$ cat src/rtl/fp_pack_pipe_pkg.sv
`default_nettype none
// ============================================================================
//  Module      : fp_pkg
//  Description : Shared floating-point definitions: rounding modes and
//                packed-word constant builders parametrised by field widths.
//  Revision    : 1.0 - initial release
// ============================================================================
package fp_pkg;

    typedef enum logic [1:0] {
        RM_RNE = 2'b00,
        RM_RTZ = 2'b01,
        RM_RUP = 2'b10,
        RM_RDN = 2'b11
    } rnd_mode_e;

    // Constant builders return a wide word; callers keep the low fp_width bits.
    localparam int FP_MAX_W = 64;

    function automatic int fp_width(input int exp_w, input int mant_w);
        return 1 + exp_w + mant_w;
    endfunction

    function automatic logic [FP_MAX_W-1:0] fp_qnan(input int exp_w, input int mant_w);
        logic [FP_MAX_W-1:0] v;
        v = ((64'd1 << exp_w) - 64'd1) << mant_w;
        v = v | (64'd1 << (mant_w - 1));
        return v;
    endfunction

    function automatic logic [FP_MAX_W-1:0] fp_inf(input int exp_w, input int mant_w);
        return ((64'd1 << exp_w) - 64'd1) << mant_w;
    endfunction

    function automatic logic [FP_MAX_W-1:0] fp_max_finite(input int exp_w, input int mant_w);
        logic [FP_MAX_W-1:0] v;
        v = ((64'd1 << exp_w) - 64'd2) << mant_w;
        v = v | ((64'd1 << mant_w) - 64'd1);
        return v;
    endfunction

endpackage
`default_nettype wire

$ cat src/rtl/fp_pack_pipe_if.sv
`default_nettype none
// ============================================================================
//  Module      : fp_pack_pipe_if
//  Description : Input beat and output result handshake bundle for the
//                multiplier pack pipeline. slave = pipeline, master = driver.
//  Revision    : 1.0 - initial release
// ============================================================================
interface fp_pack_pipe_if #(
    parameter int EXP_W  = 8,
    parameter int MANT_W = 23
);
    localparam int PW = 2 * (MANT_W + 1);
    localparam int DW = 1 + EXP_W + MANT_W;

    logic                   in_valid;
    logic                   in_ready;
    logic                   in_sign;
    logic signed [EXP_W+1:0] in_exp;
    logic [PW-1:0]          in_prod;
    logic                   in_zero;
    logic                   in_inf;
    logic                   in_nan;
    logic [1:0]             rnd_mode;

    logic                   out_valid;
    logic                   out_ready;
    logic [DW-1:0]          out_data;
    logic                   out_ovf;
    logic                   out_unf;
    logic                   out_inx;

    modport master (
        output in_valid, in_sign, in_exp, in_prod, in_zero, in_inf, in_nan, rnd_mode,
        output out_ready,
        input  in_ready,
        input  out_valid, out_data, out_ovf, out_unf, out_inx
    );

    modport slave (
        input  in_valid, in_sign, in_exp, in_prod, in_zero, in_inf, in_nan, rnd_mode,
        input  out_ready,
        output in_ready,
        output out_valid, out_data, out_ovf, out_unf, out_inx
    );

endinterface
`default_nettype wire

$ cat src/rtl/fp_pack_pipe_round.sv
`default_nettype none
// ============================================================================
//  Module      : fp_round
//  Description : Combinational round-increment for a normalised significand,
//                shared between the multiplier and adder output stages.
//  Revision    : 1.0 - initial release
// ============================================================================
module fp_round
    import fp_pkg::*;
#(
    parameter int EXP_W  = 8,
    parameter int MANT_W = 23
) (
    input  logic                    sign_i,
    input  logic signed [EXP_W+1:0] exp_i,
    input  logic [MANT_W-1:0]       frac_i,
    input  logic                    guard_i,
    input  logic                    sticky_i,
    input  rnd_mode_e               mode_i,
    output logic signed [EXP_W+1:0] exp_o,
    output logic [MANT_W-1:0]       frac_o,
    output logic                    inexact_o
);

    localparam logic signed [EXP_W+1:0] EXP_ONE = (EXP_W+2)'(1);

    logic              w_incr;
    logic              w_lost;
    logic [MANT_W:0]   w_sum;

    assign w_lost = guard_i | sticky_i;

    always_comb begin
        w_incr = 1'b0;
        case (mode_i)
            RM_RNE:  w_incr = guard_i & (sticky_i | frac_i[0]);
            RM_RTZ:  w_incr = 1'b0;
            RM_RUP:  w_incr = ~sign_i & w_lost;
            RM_RDN:  w_incr = sign_i & w_lost;
            default: w_incr = 1'b0;
        endcase
    end

    // A carry out of the fraction means the significand became 2.0: the low
    // bits wrap to zero on their own, so only the exponent needs bumping.
    assign w_sum     = {1'b0, frac_i} + {{MANT_W{1'b0}}, w_incr};
    assign frac_o    = w_sum[MANT_W-1:0];
    assign exp_o     = w_sum[MANT_W] ? (exp_i + EXP_ONE) : exp_i;
    assign inexact_o = w_lost;

endmodule
`default_nettype wire

$ cat src/rtl/fp_pack_pipe.sv
`default_nettype none
// ============================================================================
//  Module      : fp_pack_pipe
//  Description : Two-stage normalise / round-and-pack output pipeline for the
//                floating-point multiplier with valid/ready backpressure.
//  Revision    : 1.0 - initial release
// ============================================================================
module fp_pack_pipe
    import fp_pkg::*;
#(
    parameter int EXP_W  = 8,
    parameter int MANT_W = 23
) (
    input  logic           clk,
    input  logic           rst,
    fp_pack_pipe_if.slave  bus
);

    localparam int PW = 2 * (MANT_W + 1);
    localparam int DW = fp_width(EXP_W, MANT_W);
    localparam int XW = EXP_W + 2;

    localparam logic [FP_MAX_W-1:0] QNAN_WIDE = fp_qnan(EXP_W, MANT_W);
    localparam logic [FP_MAX_W-1:0] INF_WIDE  = fp_inf(EXP_W, MANT_W);
    localparam logic [FP_MAX_W-1:0] MAXF_WIDE = fp_max_finite(EXP_W, MANT_W);
    localparam logic [DW-1:0]       QNAN      = QNAN_WIDE[DW-1:0];
    localparam logic [DW-2:0]       INF_MAG   = INF_WIDE[DW-2:0];
    localparam logic [DW-2:0]       MAXF_MAG  = MAXF_WIDE[DW-2:0];

    localparam logic signed [XW-1:0] EXP_ONE  = XW'(1);
    localparam logic signed [XW-1:0] EXP_OVF  = XW'((2 ** EXP_W) - 1);
    localparam logic signed [XW-1:0] EXP_ZERO = '0;

    // ------------------------------------------------------------------
    // Handshake
    // ------------------------------------------------------------------
    logic w_s2_can_load;
    logic w_in_ready;

    logic s1_valid_q;
    logic out_valid_q;

    assign w_s2_can_load = ~out_valid_q | bus.out_ready;
    assign w_in_ready    = ~s1_valid_q | w_s2_can_load;
    assign bus.in_ready  = w_in_ready;

    // ------------------------------------------------------------------
    // Stage 1: normalise into [1,2) and split fraction / guard / sticky
    // ------------------------------------------------------------------
    logic                 s1_exp_sel;
    logic signed [XW-1:0] s1_exp_d;
    logic [MANT_W-1:0]    s1_frac_d;
    logic                 s1_guard_d;
    logic                 s1_sticky_d;

    assign s1_exp_sel = bus.in_prod[PW-1];

    always_comb begin
        if (s1_exp_sel) begin
            s1_exp_d    = bus.in_exp + EXP_ONE;
            s1_frac_d   = bus.in_prod[PW-2 -: MANT_W];
            s1_guard_d  = bus.in_prod[PW-2-MANT_W];
            s1_sticky_d = |bus.in_prod[PW-3-MANT_W:0];
        end else begin
            s1_exp_d    = bus.in_exp;
            s1_frac_d   = bus.in_prod[PW-3 -: MANT_W];
            s1_guard_d  = bus.in_prod[PW-3-MANT_W];
            s1_sticky_d = |bus.in_prod[PW-4-MANT_W:0];
        end
    end

    logic                 s1_sign_q;
    logic signed [XW-1:0] s1_exp_q;
    logic [MANT_W-1:0]    s1_frac_q;
    logic                 s1_guard_q;
    logic                 s1_sticky_q;
    rnd_mode_e            s1_mode_q;
    logic                 s1_zero_q;
    logic                 s1_inf_q;
    logic                 s1_nan_q;

    // ------------------------------------------------------------------
    // Stage 2: round, range check, class override, pack
    // ------------------------------------------------------------------
    logic signed [XW-1:0] rnd_exp;
    logic [MANT_W-1:0]    rnd_frac;
    logic                 rnd_inx;

    fp_round #(
        .EXP_W  (EXP_W),
        .MANT_W (MANT_W)
    ) u_round (
        .sign_i    (s1_sign_q),
        .exp_i     (s1_exp_q),
        .frac_i    (s1_frac_q),
        .guard_i   (s1_guard_q),
        .sticky_i  (s1_sticky_q),
        .mode_i    (s1_mode_q),
        .exp_o     (rnd_exp),
        .frac_o    (rnd_frac),
        .inexact_o (rnd_inx)
    );

    logic          ovf_to_inf;
    logic [DW-1:0] out_data_d;
    logic          out_ovf_d;
    logic          out_unf_d;
    logic          out_inx_d;

    assign ovf_to_inf = (s1_mode_q == RM_RNE)
                      | ((s1_mode_q == RM_RUP) & ~s1_sign_q)
                      | ((s1_mode_q == RM_RDN) &  s1_sign_q);

    // Class flags win over any range outcome and never raise flags.
    always_comb begin
        out_data_d = {s1_sign_q, rnd_exp[EXP_W-1:0], rnd_frac};
        out_ovf_d  = 1'b0;
        out_unf_d  = 1'b0;
        out_inx_d  = rnd_inx;
        if (s1_nan_q || (s1_inf_q && s1_zero_q)) begin
            out_data_d = QNAN;
            out_inx_d  = 1'b0;
        end else if (s1_inf_q) begin
            out_data_d = {s1_sign_q, INF_MAG};
            out_inx_d  = 1'b0;
        end else if (s1_zero_q) begin
            out_data_d = {s1_sign_q, {(DW-1){1'b0}}};
            out_inx_d  = 1'b0;
        end else if (rnd_exp >= EXP_OVF) begin
            out_data_d = ovf_to_inf ? {s1_sign_q, INF_MAG} : {s1_sign_q, MAXF_MAG};
            out_ovf_d  = 1'b1;
            out_inx_d  = 1'b1;
        end else if (rnd_exp <= EXP_ZERO) begin
            out_data_d = {s1_sign_q, {(DW-1){1'b0}}};
            out_unf_d  = 1'b1;
            out_inx_d  = 1'b1;
        end
    end

    logic [DW-1:0] out_data_q;
    logic          out_ovf_q;
    logic          out_unf_q;
    logic          out_inx_q;

    always_ff @(posedge clk or negedge rst) begin
        if (!rst) begin
            s1_valid_q  <= 1'b0;
            s1_sign_q   <= 1'b0;
            s1_exp_q    <= '0;
            s1_frac_q   <= '0;
            s1_guard_q  <= 1'b0;
            s1_sticky_q <= 1'b0;
            s1_mode_q   <= RM_RNE;
            s1_zero_q   <= 1'b0;
            s1_inf_q    <= 1'b0;
            s1_nan_q    <= 1'b0;
            out_valid_q <= 1'b0;
            out_data_q  <= '0;
            out_ovf_q   <= 1'b0;
            out_unf_q   <= 1'b0;
            out_inx_q   <= 1'b0;
        end else begin
            if (w_in_ready) begin
                s1_valid_q <= bus.in_valid;
                if (bus.in_valid) begin
                    s1_sign_q   <= bus.in_sign;
                    s1_exp_q    <= s1_exp_d;
                    s1_frac_q   <= s1_frac_d;
                    s1_guard_q  <= s1_guard_d;
                    s1_sticky_q <= s1_sticky_d;
                    s1_mode_q   <= rnd_mode_e'(bus.rnd_mode);
                    s1_zero_q   <= bus.in_zero;
                    s1_inf_q    <= bus.in_inf;
                    s1_nan_q    <= bus.in_nan;
                end
            end
            // Output registers hold while stalled, keeping data and flags stable.
            if (w_s2_can_load) begin
                out_valid_q <= s1_valid_q;
                if (s1_valid_q) begin
                    out_data_q <= out_data_d;
                    out_ovf_q  <= out_ovf_d;
                    out_unf_q  <= out_unf_d;
                    out_inx_q  <= out_inx_d;
                end
            end
        end
    end

    assign bus.out_valid = out_valid_q;
    assign bus.out_data  = out_data_q;
    assign bus.out_ovf   = out_ovf_q;
    assign bus.out_unf   = out_unf_q;
    assign bus.out_inx   = out_inx_q;

endmodule
`default_nettype wire

$ cat src/flat_wrapper.sv
// flat-port wrapper written by rule: the top's interface ports become plain ports
module fp_pack_pipe_flat import fp_pkg::*;
#(
    parameter int EXP_W  = 8,
    parameter int MANT_W = 23
)
  (clk, rst, bus_in_valid, bus_in_sign, bus_in_exp, bus_in_prod, bus_in_zero, bus_in_inf, bus_in_nan, bus_rnd_mode, bus_out_ready, bus_in_ready, bus_out_valid, bus_out_data, bus_out_ovf, bus_out_unf, bus_out_inx);
  fp_pack_pipe_if #(.EXP_W(EXP_W), .MANT_W(MANT_W)) bus_i ();
  input  logic clk;
  input  logic rst;
  input wire logic [$bits(bus_i.in_valid)-1:0] bus_in_valid;
  input wire logic [$bits(bus_i.in_sign)-1:0] bus_in_sign;
  input wire logic [$bits(bus_i.in_exp)-1:0] bus_in_exp;
  input wire logic [$bits(bus_i.in_prod)-1:0] bus_in_prod;
  input wire logic [$bits(bus_i.in_zero)-1:0] bus_in_zero;
  input wire logic [$bits(bus_i.in_inf)-1:0] bus_in_inf;
  input wire logic [$bits(bus_i.in_nan)-1:0] bus_in_nan;
  input wire logic [$bits(bus_i.rnd_mode)-1:0] bus_rnd_mode;
  input wire logic [$bits(bus_i.out_ready)-1:0] bus_out_ready;
  output wire logic [$bits(bus_i.in_ready)-1:0] bus_in_ready;
  output wire logic [$bits(bus_i.out_valid)-1:0] bus_out_valid;
  output wire logic [$bits(bus_i.out_data)-1:0] bus_out_data;
  output wire logic [$bits(bus_i.out_ovf)-1:0] bus_out_ovf;
  output wire logic [$bits(bus_i.out_unf)-1:0] bus_out_unf;
  output wire logic [$bits(bus_i.out_inx)-1:0] bus_out_inx;
  assign bus_i.in_valid = bus_in_valid;
  assign bus_i.in_sign = bus_in_sign;
  assign bus_i.in_exp = bus_in_exp;
  assign bus_i.in_prod = bus_in_prod;
  assign bus_i.in_zero = bus_in_zero;
  assign bus_i.in_inf = bus_in_inf;
  assign bus_i.in_nan = bus_in_nan;
  assign bus_i.rnd_mode = bus_rnd_mode;
  assign bus_i.out_ready = bus_out_ready;
  assign bus_in_ready = bus_i.in_ready;
  assign bus_out_valid = bus_i.out_valid;
  assign bus_out_data = bus_i.out_data;
  assign bus_out_ovf = bus_i.out_ovf;
  assign bus_out_unf = bus_i.out_unf;
  assign bus_out_inx = bus_i.out_inx;
  fp_pack_pipe #(.EXP_W(EXP_W), .MANT_W(MANT_W)) u_core (.clk(clk), .rst(rst), .bus(bus_i));
endmodule
$ cat config.mk
export PLATFORM = sky130hd
export DESIGN_NAME = fp_pack_pipe_flat
export DESIGN_NICKNAME = d
export VERILOG_FILES = /design/src/rtl/fp_pack_pipe_pkg.sv /design/src/rtl/fp_pack_pipe_if.sv /design/src/rtl/fp_pack_pipe_round.sv /design/src/rtl/fp_pack_pipe.sv /design/src/flat_wrapper.sv
export SDC_FILE = /design/constraint.sdc
export NUM_CORES = 1
export LEC_CHECK = 0
export ABC_AREA = 1
export CAP_MARGIN = 10
export CORE_MARGIN = 2
export CORE_UTILIZATION = 45
export CTS_CLUSTER_SIZE = 30
export DETAILED_ROUTE_END_ITERATION = 6
export PLACE_DENSITY = 0.73
export SLEW_MARGIN = 20
export SYNTH_ARGS = -nofsm -noshare
export SYNTH_HDL_FRONTEND = slang
export SYNTH_SLANG_ARGS = --single-unit
export TNS_END_PERCENT = 1
$ cat constraint.sdc
create_clock -name clk -period 3.3 [get_ports clk]
set_clock_uncertainty 0.15 [all_clocks]
set_input_delay 0.33 -clock clk [delete_from_list [all_inputs] [get_ports clk]]
set_output_delay 0.33 -clock clk [all_outputs]
set_load 0.02 [all_outputs]
Word-level counts from Yosys, hierarchy flattened
Index checks and enable logic that the tools add are counted.
Storage, ports and cells
  bits in registers: 78
  logic and storage cells: 70
Cells by class
  $add $sub $neg: 3
  magnitude comparators: 2
  equality and inequality tests: 3
  muxes and demuxes: 26
  bitwise logic cells: 14
  reductions and logical operators: 7
Operators with widths (count)
  two-way mux 31 bit: 4
  two-way mux 32 bit: 1
  adder 23 x 1 -> 24 bit: 1
  two-way mux 24 bit: 1
  two-way mux 23 bit: 1
  OR reduction 23 bit: 1
  OR reduction 22 bit: 1
  adder 10 x 2 -> 10 bit, second input constant: 2
  two-way mux 10 bit: 2
  two-way mux 1 bit: 16
  greater-or-equal comparator 10 x 9 -> 1 bit, second input constant: 1
  <= comparator 10 x 1 -> 1 bit, second input constant: 1
  bitwise OR 1 bit: 6
  bitwise AND 1 bit: 5
  equality test 2 bit, second input constant: 2
  case mux 1 bit (4 select lines): 1
  AND reduction 2 bit: 2
  inverter 1 bit: 3
  equality test 2 x 1 -> 1 bit, second input constant: 1
  zero test 2 bit: 1
  logical AND 1 bit: 1
  logical OR 1 bit: 1

Longest topological paths before layout
  depth after elaboration: 11
  mapped depth: 23
  gate-level depth less buffers: 22

Modules after synthesis
Synthesis repeated with hierarchy kept, for this count alone.
Unflattened totals
  cell total of the unflattened synthesis: 675
  area total of the unflattened synthesis: 4842.1 um2
Modules (own cells, without submodules)
  fp_pack_pipe: times used 1, cells each 477, area an instance 3752.3 um2, seq. area each 1951.9 um2
  fp_round: times used 1, cells each 198, area an instance 1089.8 um2, seq. area each 0.0 um2

Worst setup path after synthesis
No wires, ideal clock.
  path kind: reg-to-reg
  start point: reg u_core.s1_mode_q[1]
  end point: reg u_core.out_data_q[23], in the netlist u_core.bus.out_data[23]
  arrival: 2.710 ns
  slack: 0.362 ns
  cell stages (with the launch flop): 19
  buffers on the path: 1
  clock period less this slack: 2.938 ns
  cell sequence: dfrtp_1 nand2_1 inv_1 ha_1 o32ai_1 ha_1 nand2_1 nor2_2 nand2_2 nor2_4 nand2_1 nor2_1 nand3_1 xor2_1 clkbuf_1 nand3_1 nand2_1 nand3_1 a21oi_1
On the way
  word-level cells in the longest chain between the ends: 10
  elaborated cells on any way between the ends: 19
RTL lines
  start, declared: RTL line fp_pack_pipe.sv:77  | rnd_mode_e s1_mode_q;
  start signal, assigned: RTL line fp_pack_pipe.sv:171  | s1_mode_q <= rnd_mode_e'(bus.rnd_mode);
  equality test 2 bit, or another cell as far along: RTL line fp_pack_pipe_round.sv:35, fp_pack_pipe.sv:112
  case mux 1 bit (4 select lines): RTL line fp_pack_pipe_round.sv:35  | case (mode_i)
  adder 23 x 1 -> 24 bit: RTL line fp_pack_pipe_round.sv:46  | assign w_sum = {1'b0, frac_i} + {{MANT_W{1'b0}}, w_incr};
  two-way mux 10 bit: RTL line fp_pack_pipe_round.sv:48  | assign exp_o = w_sum[MANT_W] ? (exp_i + EXP_ONE) : exp_i;
  <= comparator 10 x 1 -> 1 bit: RTL line fp_pack_pipe.sv:133  | end else if (rnd_exp <= EXP_ZERO) begin
  two-way mux 31 bit: RTL line fp_pack_pipe.sv:133
  two-way mux 31 bit (*): RTL line fp_pack_pipe.sv:129  | end else if (rnd_exp >= EXP_OVF) begin
  two-way mux 31 bit (*): RTL line fp_pack_pipe.sv:126  | end else if (s1_zero_q) begin
  two-way mux 31 bit (*): RTL line fp_pack_pipe.sv:123  | end else if (s1_inf_q) begin
  two-way mux 32 bit (*): RTL line fp_pack_pipe.sv:120  | if (s1_nan_q || (s1_inf_q && s1_zero_q)) begin
  end signal, assigned: RTL line fp_pack_pipe.sv:181  | out_data_q <= out_data_d;
  end, declared: RTL line fp_pack_pipe.sv:140  | logic [DW-1:0] out_data_q;
Mark *: on every way between the ends. The rest lies on a longest branch, timed or not.
A chain may end at the register's enable or synchronous reset.

Worst setup path in the final report
Ends and elaborated chain as after synthesis.

==> flow_results.org <==
** CTS
- The clock passes through at most 2 buffers.
- Maximum level of the CTS H-tree :: 3
- Clock tree from TritonCTS :: built
- The clock reaches the later pin of the worst-skew pair after 0.36 ns.
- For this design, the sink count on the clock tree is 78.
- TritonCTS created 9 clock buffers.
- The tree is rooted in a clkbuf_8.
- Clock-pin slew was measured on the worst setup and hold paths at 0.08 ns.

** Setup path
- At the worst endpoint, the required time is 3.42 ns.
- Data arrives at the worst endpoint at 3.18 ns.
- STA classifies the critical path startpoint as a register.
- Crit. Startpoint :: u_core.s1_mode_q[1]
- The startpoint identified for the worst register-to-register timing path is u_core.s1_mode_q[1].
- Along the worst path, the maximum fanout reaches 10.
- Critical Path Sink Type :: register
- The critical path is of the reg -> reg type.

** Synthesis
- Sequential fraction of the synthesis area :: 41.2%
- Top cells by area in the synthesized netlist :: dfrtp_1 (41%), nand2_1 (20%), nor2_1 (5.7%)
- Average cell area after synthesis :: 7.07 µm²
- The number of nets handed over by synthesis was 743.
- Yosys mapped a number of flops with a built-in enable equal to 0.
- The synthesized design contains 78 register bits.
- Area share of the largest cell type after synthesis :: 41.2%
- Counting flops with an async set or reset pin after synthesis yields a share of 100%.
- Number of distinct standard cells referenced by the synthesized netlist :: 40
- In the synthesized netlist the dominant register cell turns out to be dfrtp_1.
- Synthesized cell area :: 4740 µm²
- Cell with the most instances after synthesis :: nand2_1
- Most frequent cells after synthesis :: nand2_1 (258), dfrtp_1 (78), nor2_1 (72)
- Yosys printed 0 warnings.
- Of all cell types, the one taking the most synthesized area is dfrtp_1.
- Gate count after technology mapping :: 670

** Power
- Clock network fraction of design power :: 28.6%
- Leakage power figure :: 2.99 nW
- Switching Power :: 0.00114 W
- Sw frac :: 33.8%
- In this run, flip-flops and latches consume 38.5% of the power.
- P_int :: 0.00222 W
- Across the VDD grid, the largest voltage drop is 0.232 mV.
- Comb power frac :: 32.9%
- Pwr/cell area :: 538 nW/µm²

** Layout
- Leaving out filler cells and counting taps, the final layout contains 915.
- Number of diodes added for antenna fixing :: 0
- Signed area change from the synthesized netlist to the final layout :: 31.8%
- Cells with a size suffix above 1 make up 7.83% of the layout.
- FF+latch area :: 1950 µm²
- Combined area of the multi-input logic cells :: 2500 µm²
- After filler insertion, the fill cell instance count of the layout stands at 964.
- Number of nets in the layout :: 847

** Placement
- Count of port buffers added during placement :: 104
- Detailed placer's ending HPWL :: 9.41 mm
- Cell count after placement :: 895
- Worst-case setup slack after placement :: 0.00402 ns
- Weighted congestion at the end of routability-driven global placement :: 0.888

** Floorplan
- From bottom edge to top edge, the die measures 107 µm.
- In this run the count of I/O pins placed on the die edge is 105.
- The region available for standard cell placement spans 10,300 µm².
- Number of placement rows :: 37
- Once the floorplan was initialized, standard cells occupied 46.1% of the core.
- The die covers 11,400 µm².
- Die width :: 107 µm

** Global routing
- The via count of the first global-routing pass came to 4,343.
- Maximum number of pins on one net before global-route repair :: 54
- Global routing finished with a remaining overflow of 0.
- Antenna violations before repair :: 0
- For this run, the total global-route usage over all layers was measured as 22.5%.
- Global-route wire length before repair :: 20.5 mm

** Drt
- Post-DRT Antenna Nets :: 0
- Drt wl/cell :: 13.4 µm
- The detailed router placed 4,626 vias in this run.
- Routed wire length :: 12.3 mm
- Drt via density :: 5.06
- After the first detailed-routing iteration, the DRC count stood at 309.
- Detailed-route DRC error count :: 0
- Before antenna repair, the detailed router went through 6 iterations.

** STA
- Final setup viols :: 0
- Transition time at the pin with the least slew margin :: 0.842 ns
- Based on the critical path, the design can be clocked at up to 327 MHz.
- The final max-slew violation count is 0.
- Portion of the clock cycle consumed by the worst path in the final layout :: 92.7%
- Minimum clock period after layout :: 3.06 ns
- For the final routed database, the setup TNS stands at 0 ns.
- Rel. slew slack :: 43.9%
- Final Hold Fails :: 0
- Setup slack closes at 0.240 ns.

** Job
- Max-cap violations :: 0

** Status
- The run finished with clean final reports.

** Worst hold path
- Launch point of the worst hold path :: u_core.bus.out_data[1]
- Type of the most critical hold path :: reg -> reg
## path summary, 6_finish.rpt
kind,to,slack (ns),depth (start not counted)
worst max-delay path,u_core.bus.out_data[23],0.24,21
worst min-delay path,u_core.bus.out_data[1],0.34,2
worst max register to register,u_core.bus.out_data[23],0.24,21
worst min register to register,u_core.bus.out_data[1],0.34,2
max in group asynchronous,u_core.bus.out_data[7],1.84,3
min in group asynchronous,u_core.s1_exp_q[9],0.46,2
## power by group through the flow
stage / clock network, W / logic [W] / registers (W)
global route: 0.00102 / 0.00123 / 0.00132
detailed placement: 0 / 0.00108 / 0.00131
global placement: 0 / 0.00107 / 0.00130
CTS: 0.000975 / 0.00109 / 0.00129
finish: 0.000961 / 0.00110 / 0.00129
floorplan: 0 / 0.000542 / 0.00138
## per-layer routing
metal / global-route usage [%] / routed length [µm] / vias to the layer above
li1: - / - / 2381
met1: 32.0 / 5800 / 2103
met2: 35.6 / 5620 / 130
met3: 3.65 / 712 / 12
met4: 6.40 / 136 / 0
met5: 0 / 0 / -
## layout by cell type, fill, tap and decap left out, types with 14 or more instances in the layout
master,instances
dfrtp_1,78
o21ai_0,31
nand2_1,257
nor2_1,72
nand3_1,39
a21oi_1,14
clkdlybuf4s50_1,103
a31oi_1,26
inv_1,36
xor2_1,15
## state kept, by name, indices dropped and copies added, names as in the netlist
| register | flops |
|---|---|
| u_core.s1_inf_q | 1 |
| u_core.s1_mode_q | 2 |
| u_core.s1_exp_q | 10 |
| u_core.bus.out_ovf | 1 |
| u_core.s1_sign_q | 1 |
| u_core.bus.out_unf | 1 |
| u_core.s1_valid_q | 1 |
| u_core.bus.out_data | 32 |
| u_core.s1_sticky_q | 1 |
| u_core.bus.out_valid | 1 |
| u_core.s1_nan_q | 1 |
| u_core.s1_zero_q | 1 |
| u_core.s1_guard_q | 1 |
| u_core.s1_frac_q | 23 |
| u_core.bus.out_inx | 1 |
## critical path: stages (launching register included)
cell and delay [ns]:
dfrtp_1 0.44, nand2_1 0.08, inv_1 0.04, ha_1 0.28, o32ai_2 0.13, ha_2 0.22
nand2_1 0.09, nor2_4 0.14, nand2_4 0.10, inv_4 0.12, buf_6 0.15, nand4_1 0.09
nand2_1 0.14, nand2_1 0.06, nor2_1 0.09, nand2_1 0.07, nand2_2 0.09, nand2_2 0.07
buf_4 0.17, nand2_1 0.06, nand3_1 0.07, a21oi_1 0.14
## area by class of cell
cell class / instances / area share, %
clock buffers: 11 / 2.26
clock inverters: 5 / 2.06
inverters: 43 / 2.70
multi-input cells: 521 / 40.0
flip-flops and latches: 78 / 31.3
well taps: 136 / 2.72
repair buffers: 121 / 19.0
## cells by family (layout without fill, tap and decap cells)
group	after synthesis	after routing	share of synthesized area (%)
AO/OA/AOI/OAI	83	83	10.0
XOR/XNOR	22	22	4.07
buffers and inverters	71	180	6.97
AND/OR/NAND/NOR	411	411	36.4
adder cells (fa/ha/maj)	5	5	1.32
flip-flops	78	78	41.2
## metrics by stage
step	instance area, µm²	hold WS [ns]	power [W]	util (%)
2_1_floorplan	4740	-0.116	0.00193	-
5_1_grt	6240	0.360	0.00356	60.8
3_3_place_gp	5890	0.316	0.00237	57.3
4_1_cts	6170	0.342	0.00336	60.1
3_5_place_dp	5890	0.319	0.00239	57.3
6_report	6240	0.335	0.00336	60.8
## what timing repair did
item,in CTS,in global routing
cloned,0,0
hold endpoints to repair,36,0
endpoints found under the setup margin,3,34
setup buffers,0,3
hold buffers,1,0
pin swaps,0,3
resized for setup,1,12
No activity file was read; power rests on OpenSTA's default activity.
==> edit 1, RTL diff (same settings) <==
`EXP_W` is set to 8 in 4 places; all go to 9.
--- a/src/rtl/fp_pack_pipe_if.sv
+++ b/src/rtl/fp_pack_pipe_if.sv
@@ -7,5 +7,5 @@
 // ============================================================================
 interface fp_pack_pipe_if #(
-    parameter int EXP_W  = 8,
+    parameter int EXP_W  = 9,
     parameter int MANT_W = 23
 );
--- a/src/rtl/fp_pack_pipe_round.sv
+++ b/src/rtl/fp_pack_pipe_round.sv
@@ -9,5 +9,5 @@
     import fp_pkg::*;
 #(
-    parameter int EXP_W  = 8,
+    parameter int EXP_W  = 9,
     parameter int MANT_W = 23
 ) (
--- a/src/rtl/fp_pack_pipe.sv
+++ b/src/rtl/fp_pack_pipe.sv
@@ -9,5 +9,5 @@
     import fp_pkg::*;
 #(
-    parameter int EXP_W  = 8,
+    parameter int EXP_W  = 9,
     parameter int MANT_W = 23
 ) (
--- a/src/flat_wrapper.sv
+++ b/src/flat_wrapper.sv
@@ -2,5 +2,5 @@
 module fp_pack_pipe_flat import fp_pkg::*;
 #(
-    parameter int EXP_W  = 8,
+    parameter int EXP_W  = 9,
     parameter int MANT_W = 23
 )
Interface: changed (resized bus_in_exp and bus_out_data); port bits go from 105 to 107. No check against the original RTL was run, so the function may have changed too.
==> edit 1 against the unedited design <==
- fmax decreased by 1.1%
- synthesized area increased by 0.85%
- combinational power rose by 10%
- sequential cell count is 2 higher
- non-clock buffer count up 1
- wire length rose by 0.87%
- total power decreased by 0.96%
- final cell count down 0.66%
- synthesized cell count decreased by 0.90%
- core utilization grew 0.25 points
- design area grew 0.86%
- setup slack worse by 34 ps
- critical path depth is 1 lower
==> edit 1: results (changes against the unedited design) <==
- The final net count is 843 (was 847).
* Internal power contribution: 2.118 mW (was 2.223 mW)
- Global-route met1 utilization: 33.81% (was 32.01%)
- The minimum setup slack after placement came to 102.2 ps (was 4.020 ps).
- Path class of the lowest-slack min-delay path: reg -> reg (unchanged)
- The routed length per placed instance is 13.61 µm (was 13.41 µm).
* Worst rel slew slack: 52.43% (was 43.89%)
- Main synth FF type: sky130_fd_sc_hd__dfrtp_1 (unchanged)
- The total met3 wirelength after detailed routing was 773 µm (was 712 µm).
- Clock latency on the worst-skew pair: roughly 350 ps
* Lkg Pwr: 2.909 nW (was 2.991 nW)
- The met2 routing resource usage after global routing is 33.45% (was 35.62%).
- Finished Layout Cells: 909 (was 915)
- The global routing usage on met3 was 2.918% (was 3.647%).
- Maximum fanout count along the critical path: 22 (was 10)
- Global placement routability congestion: 0.8937 (was 0.8884)
- The worst IR drop on VDD came to 221.3 µV (was 231.9 µV).
* Commonest cells post-synth: sky130_fd_sc_hd__nand2_1, sky130_fd_sc_hd__dfrtp_1, sky130_fd_sc_hd__nor2_1 (unchanged)
* Detailed-route vias per instance: 5.221 (was 5.056)
- Number of nets in the synthesized netlist: 738 (was 743)
- Count of cell types in the netlist: 39 (was 40)
* Via count of the first global-routing pass: 4398 (was 4343)
- Number of detailed-routing iterations run before antenna repair: 5 (was 6)
- Cell count after placement: 890 (was 895)
* Status: complete, no violations (unchanged)
- The largest net degree at the start of global routing is 81 (was 54).
* Count of instances resized after the clock tree is built: 0 (was 1)
- Sequential element share of the synthesized area: 41.90% (was 41.19%)
* Met2 wire length: 5404 µm (was 5615 µm)
- The cell count after synthesis is 664 (was 670).
- Number of flip-flops under the largest register name: 33 (was 32)
- Total of buffers placed on input and output ports: 106 (was 104)
- Most area-consuming cells after synthesis: sky130_fd_sc_hd__dfrtp_1, sky130_fd_sc_hd__nand2_1, sky130_fd_sc_hd__nand3_1 (was sky130_fd_sc_hd__dfrtp_1, sky130_fd_sc_hd__nand2_1, sky130_fd_sc_hd__nor2_1).
- The post-DP HPWL was 9305 µm (was 9409 µm).
- WP data arrival: 3190 ps (was 3180 ps)
* Gr usage total: 22.56% (was 22.50%)
* Wire length of the first global-routing pass: 20960 µm (was 20540 µm)
- The routed metal-1 wirelength was 5990 µm (was 5804 µm).
* Layout cells sized above 1: 8.021% (was 7.831%)
* Number of violations reported at the end of detailed-routing iteration 0: 335 (was 309)
[edit 1: changes by cell type after synthesis, sizes merged, moves of 4 or more]
| cell | delta |
|---|---|
| nand2 | -35 |
| nand3 | +21 |
| o21ai | +8 |
| nor2 | -5 |
| buf | +4 |
[edit 1: final cells by class]
cell class,count,area [µm²]
Clock buffer,10,127.6
Sequential cell,80,2002
Multi-Input combinational cell,515,2551
Fill cell,938,4025
Inverter,41,153.9
Clock inverter,5,81.33
Timing Repair Buffer,122,1212
Tap cell,136,170.2
[edit 1: cell families after synthesis]
group / Yosys count / synth area share, %
fa+ha+maj: 5 / 1.309
simple gates: 391 / 34.51
buf+inv: 70 / 6.101
compound gates: 90 / 11.05
flops: 80 / 41.90
xor+xnor: 28 / 5.132
[edit 1: final timing paths]
kind	start	endpoint	slack, ps	cells after the start
max	u_core.s1_mode_q[1]	u_core.bus.out_data[6]	210	20
min	u_core.bus.out_data[9]	u_core.bus.out_data[9]	330	2
max reg2reg	u_core.s1_mode_q[1]	u_core.bus.out_data[6]	210	20
min reg2reg	u_core.bus.out_data[9]	u_core.bus.out_data[9]	330	2
max in group asynchronous	rst	u_core.bus.out_data[7]	2090	2
min in group asynchronous	rst	u_core.s1_exp_q[9]	430	2
[edit 1: metrics by stage]
step / cell area (µm²) / utilization (%)
after floorplan: 4778 / -
after global placement: 5979 / 57.92
after detailed placement: 5979 / 57.92
after CTS: 6188 / 59.94
after global routing: 6299 / 61.01
final: 6299 / 61.01
[edit 1: critical path, cell delays in order (launching register included)]
cell and delay (ps):
sky130_fd_sc_hd__dfrtp_1 400, sky130_fd_sc_hd__nand2_1 60, sky130_fd_sc_hd__inv_1 40, sky130_fd_sc_hd__ha_1 260
sky130_fd_sc_hd__o32ai_1 130, sky130_fd_sc_hd__ha_2 250, sky130_fd_sc_hd__nand3_4 100, sky130_fd_sc_hd__nor3_4 300
sky130_fd_sc_hd__buf_6 190, sky130_fd_sc_hd__nand3_1 90, sky130_fd_sc_hd__nand2_1 140, sky130_fd_sc_hd__nor2_1 60
sky130_fd_sc_hd__nand2_1 70, sky130_fd_sc_hd__nor2_2 30, sky130_fd_sc_hd__nand2_1 90, sky130_fd_sc_hd__nand2_4 90
sky130_fd_sc_hd__nand2_8 130, sky130_fd_sc_hd__buf_12 150, sky130_fd_sc_hd__o21ai_1 90, sky130_fd_sc_hd__nand3_1 80
sky130_fd_sc_hd__nand2_1 60
[edit 1: power groups by stage]
stage | combinational [mW] | sequential, mW | clock, mW
2_1_floorplan | 0.573 | 1.44 | 0
3_3_place_gp | 1.15 | 1.34 | 0
3_5_place_dp | 1.17 | 1.35 | 0
4_1_cts | 1.17 | 1.33 | 0.800
5_1_grt | 1.33 | 1.37 | 0.840
6_report | 1.21 | 1.34 | 0.784
==> edit 2, RTL diff (same settings) <==
Without the edit above. Reset style: synchronous (`rst`), changed in one clocked block.
--- a/src/rtl/fp_pack_pipe.sv
+++ b/src/rtl/fp_pack_pipe.sv
@@ -143,5 +143,5 @@
     logic          out_inx_q;
 
-    always_ff @(posedge clk or negedge rst) begin
+    always_ff @(posedge clk) begin
         if (!rst) begin
             s1_valid_q  <= 1'b0;
Behaviour: differs if rst is asserted again (counterexample within 4 cycles, from zero or initial values and one cycle with rst low); with rst held inactive, the same outputs for 10 cycles.
==> edit 2 against the unedited design <==
- wire length up 4.1%
- synthesized cell count grew 2.7%
- setup slack better by 56 ps
- count of clock-buffer cells in the layout is the same
- critical endpoint is now u_core.bus.out_data[7]
- sequential cell count unchanged
- design area decreased by 3.4%
- synthesized area shrank 2.4%
- critical path depth decreased by 3
- core utilization decreased by 1.3 points
Power is not compared: it rests on default switching activity, and its combinational part moved more than twofold at a synthesized area within 25%.
==> edit 2: results (changes against the unedited design) <==
- WP data arrival: 3080 ps (was 3180 ps)
* Placed cell areas: 5741 µm² (was 5888 µm²)
- Maximum fanout count along the critical path: 17 (was 10)
- The number of vias per cell is 5.293 (was 5.056).
- Critical Path Slowest Stage Cell: sky130_fd_sc_hd__dfxtp_2 (was sky130_fd_sc_hd__dfrtp_1)
- Status: complete, no violations (unchanged)
- Finished Layout Cells: 920 (was 915)
- Global-route met1 utilization: 32.94% (was 32.01%)
- Gate count of the mapped netlist: 688 (was 670)
- Fill cell instance count of the final layout: 972 (was 964)
- Register-to-Register Path Depth: 18 (was 21)
- The multi-input combinational cell area was 2744 µm² (was 2497 µm²).
* Grt met3 use: 3.772% (was 3.647%)
- The largest incremental delay on the critical path came to 350 ps (was 440 ps).
- Sequential element share of the synthesized area: 33.78% (was 41.19%)
* Most area-consuming cells after synthesis: sky130_fd_sc_hd__dfxtp_1, sky130_fd_sc_hd__nand2_1, sky130_fd_sc_hd__nand3_1 (was sky130_fd_sc_hd__dfrtp_1, sky130_fd_sc_hd__nand2_1, sky130_fd_sc_hd__nor2_1)
- The post-synthesis net count was 761 (was 743).
- Number of detailed-routing iterations run before antenna repair: 7 (was 6)
* Met2 track demand over resource in global routing: 36.73% (was 35.62%)
* Non-Clock Inverter Count: 40 (was 43)
- The clock root buffer is sky130_fd_sc_hd__clkbuf_8 (unchanged).
* Clock-cell share: 3.943% (was 4.328%)
* Gr usage total: 23.24% (was 22.50%)
- Measured slew at the worst slew-check pin: 822.2 ps (was 841.7 ps)
- Fraction of area in registers: 25.92% (was 31.26%)
* Final net count: 852 (was 847)
- The total number of multi-input combinational cells is 533 (was 521).
- Final non-clock buffer share: 19.22% (was 18.99%)
* Number of violations reported at the end of detailed-routing iteration 0: 328 (was 309)
* Layout cells sized above 1: 7.398% (was 7.831%)
* Via count of the first global-routing pass: 4457 (was 4343)
* Library cell occupying the most area in the post-synthesis netlist: sky130_fd_sc_hd__dfxtp_1 (was sky130_fd_sc_hd__dfrtp_1)
- The minimum setup slack after placement came to 182.4 ps (was 4.020 ps).
- Wire length of the first global-routing pass: 21270 µm (was 20540 µm)
- Asr flop ratio synth: 0% (was 100.0%)
==> edit 2: metal layers <==
layer	vias to the layer above	routed length (µm)
li1	2500	-
met1	2178	6084
met2	176	5674
met3	16	828
met4	0	177
met5	-	0
==> edit 2: power groups by stage <==
stage / logic, mW / registers, mW / clock network (mW)
CTS: 0.504 / 1.06 / 0.881
detailed placement: 0.501 / 1.08 / 0
global route: 0.577 / 1.07 / 0.923
finish: 0.516 / 1.07 / 0.869
floorplan: 0.287 / 1.09 / 0
global placement: 0.493 / 1.08 / 0
==> edit 2: cells by family after synthesis <==
| kind of cell | share of synthesized area [%] |
|---|---|
| AOI/OAI and AO/OA | 16.45 |
| xor gates and xnor gates | 6.062 |
| adders and majority gates | 1.353 |
| buffers and inverters | 7.821 |
| DFF | 33.78 |
| and+or+nand+nor | 34.53 |
==> edit 2: path summary, 6_finish.rpt <==
| path | startpoint | endpoint | slack (ps) |
|---|---|---|---|
| max | u_core.s1_mode_q[1] | u_core.bus.out_data[7] | 300 |
| min | u_core.bus.out_data[6] | u_core.bus.out_data[6] | 320 |
| max reg2reg | u_core.s1_mode_q[1] | u_core.bus.out_data[7] | 300 |
| min reg2reg | u_core.bus.out_data[6] | u_core.bus.out_data[6] | 320 |
==> edit 2: critical path: cells and delay by family, from the launching register on <==
| kind | cells | cell delay (ps) |
|---|---|---|
| buffers and inverters | 3 | 270 |
| flip-flops | 1 | 350 |
| AO/OA/AOI/OAI | 2 | 190 |
| AND/OR/NAND/NOR | 11 | 1420 |
| adder cells (fa/ha/maj) | 2 | 480 |
==> edit 2: repair_timing <==
item	4_1_cts	5_1_grt
hold buffers	0	0
setup endpoints to repair	0	33
gates resized for setup	0	13
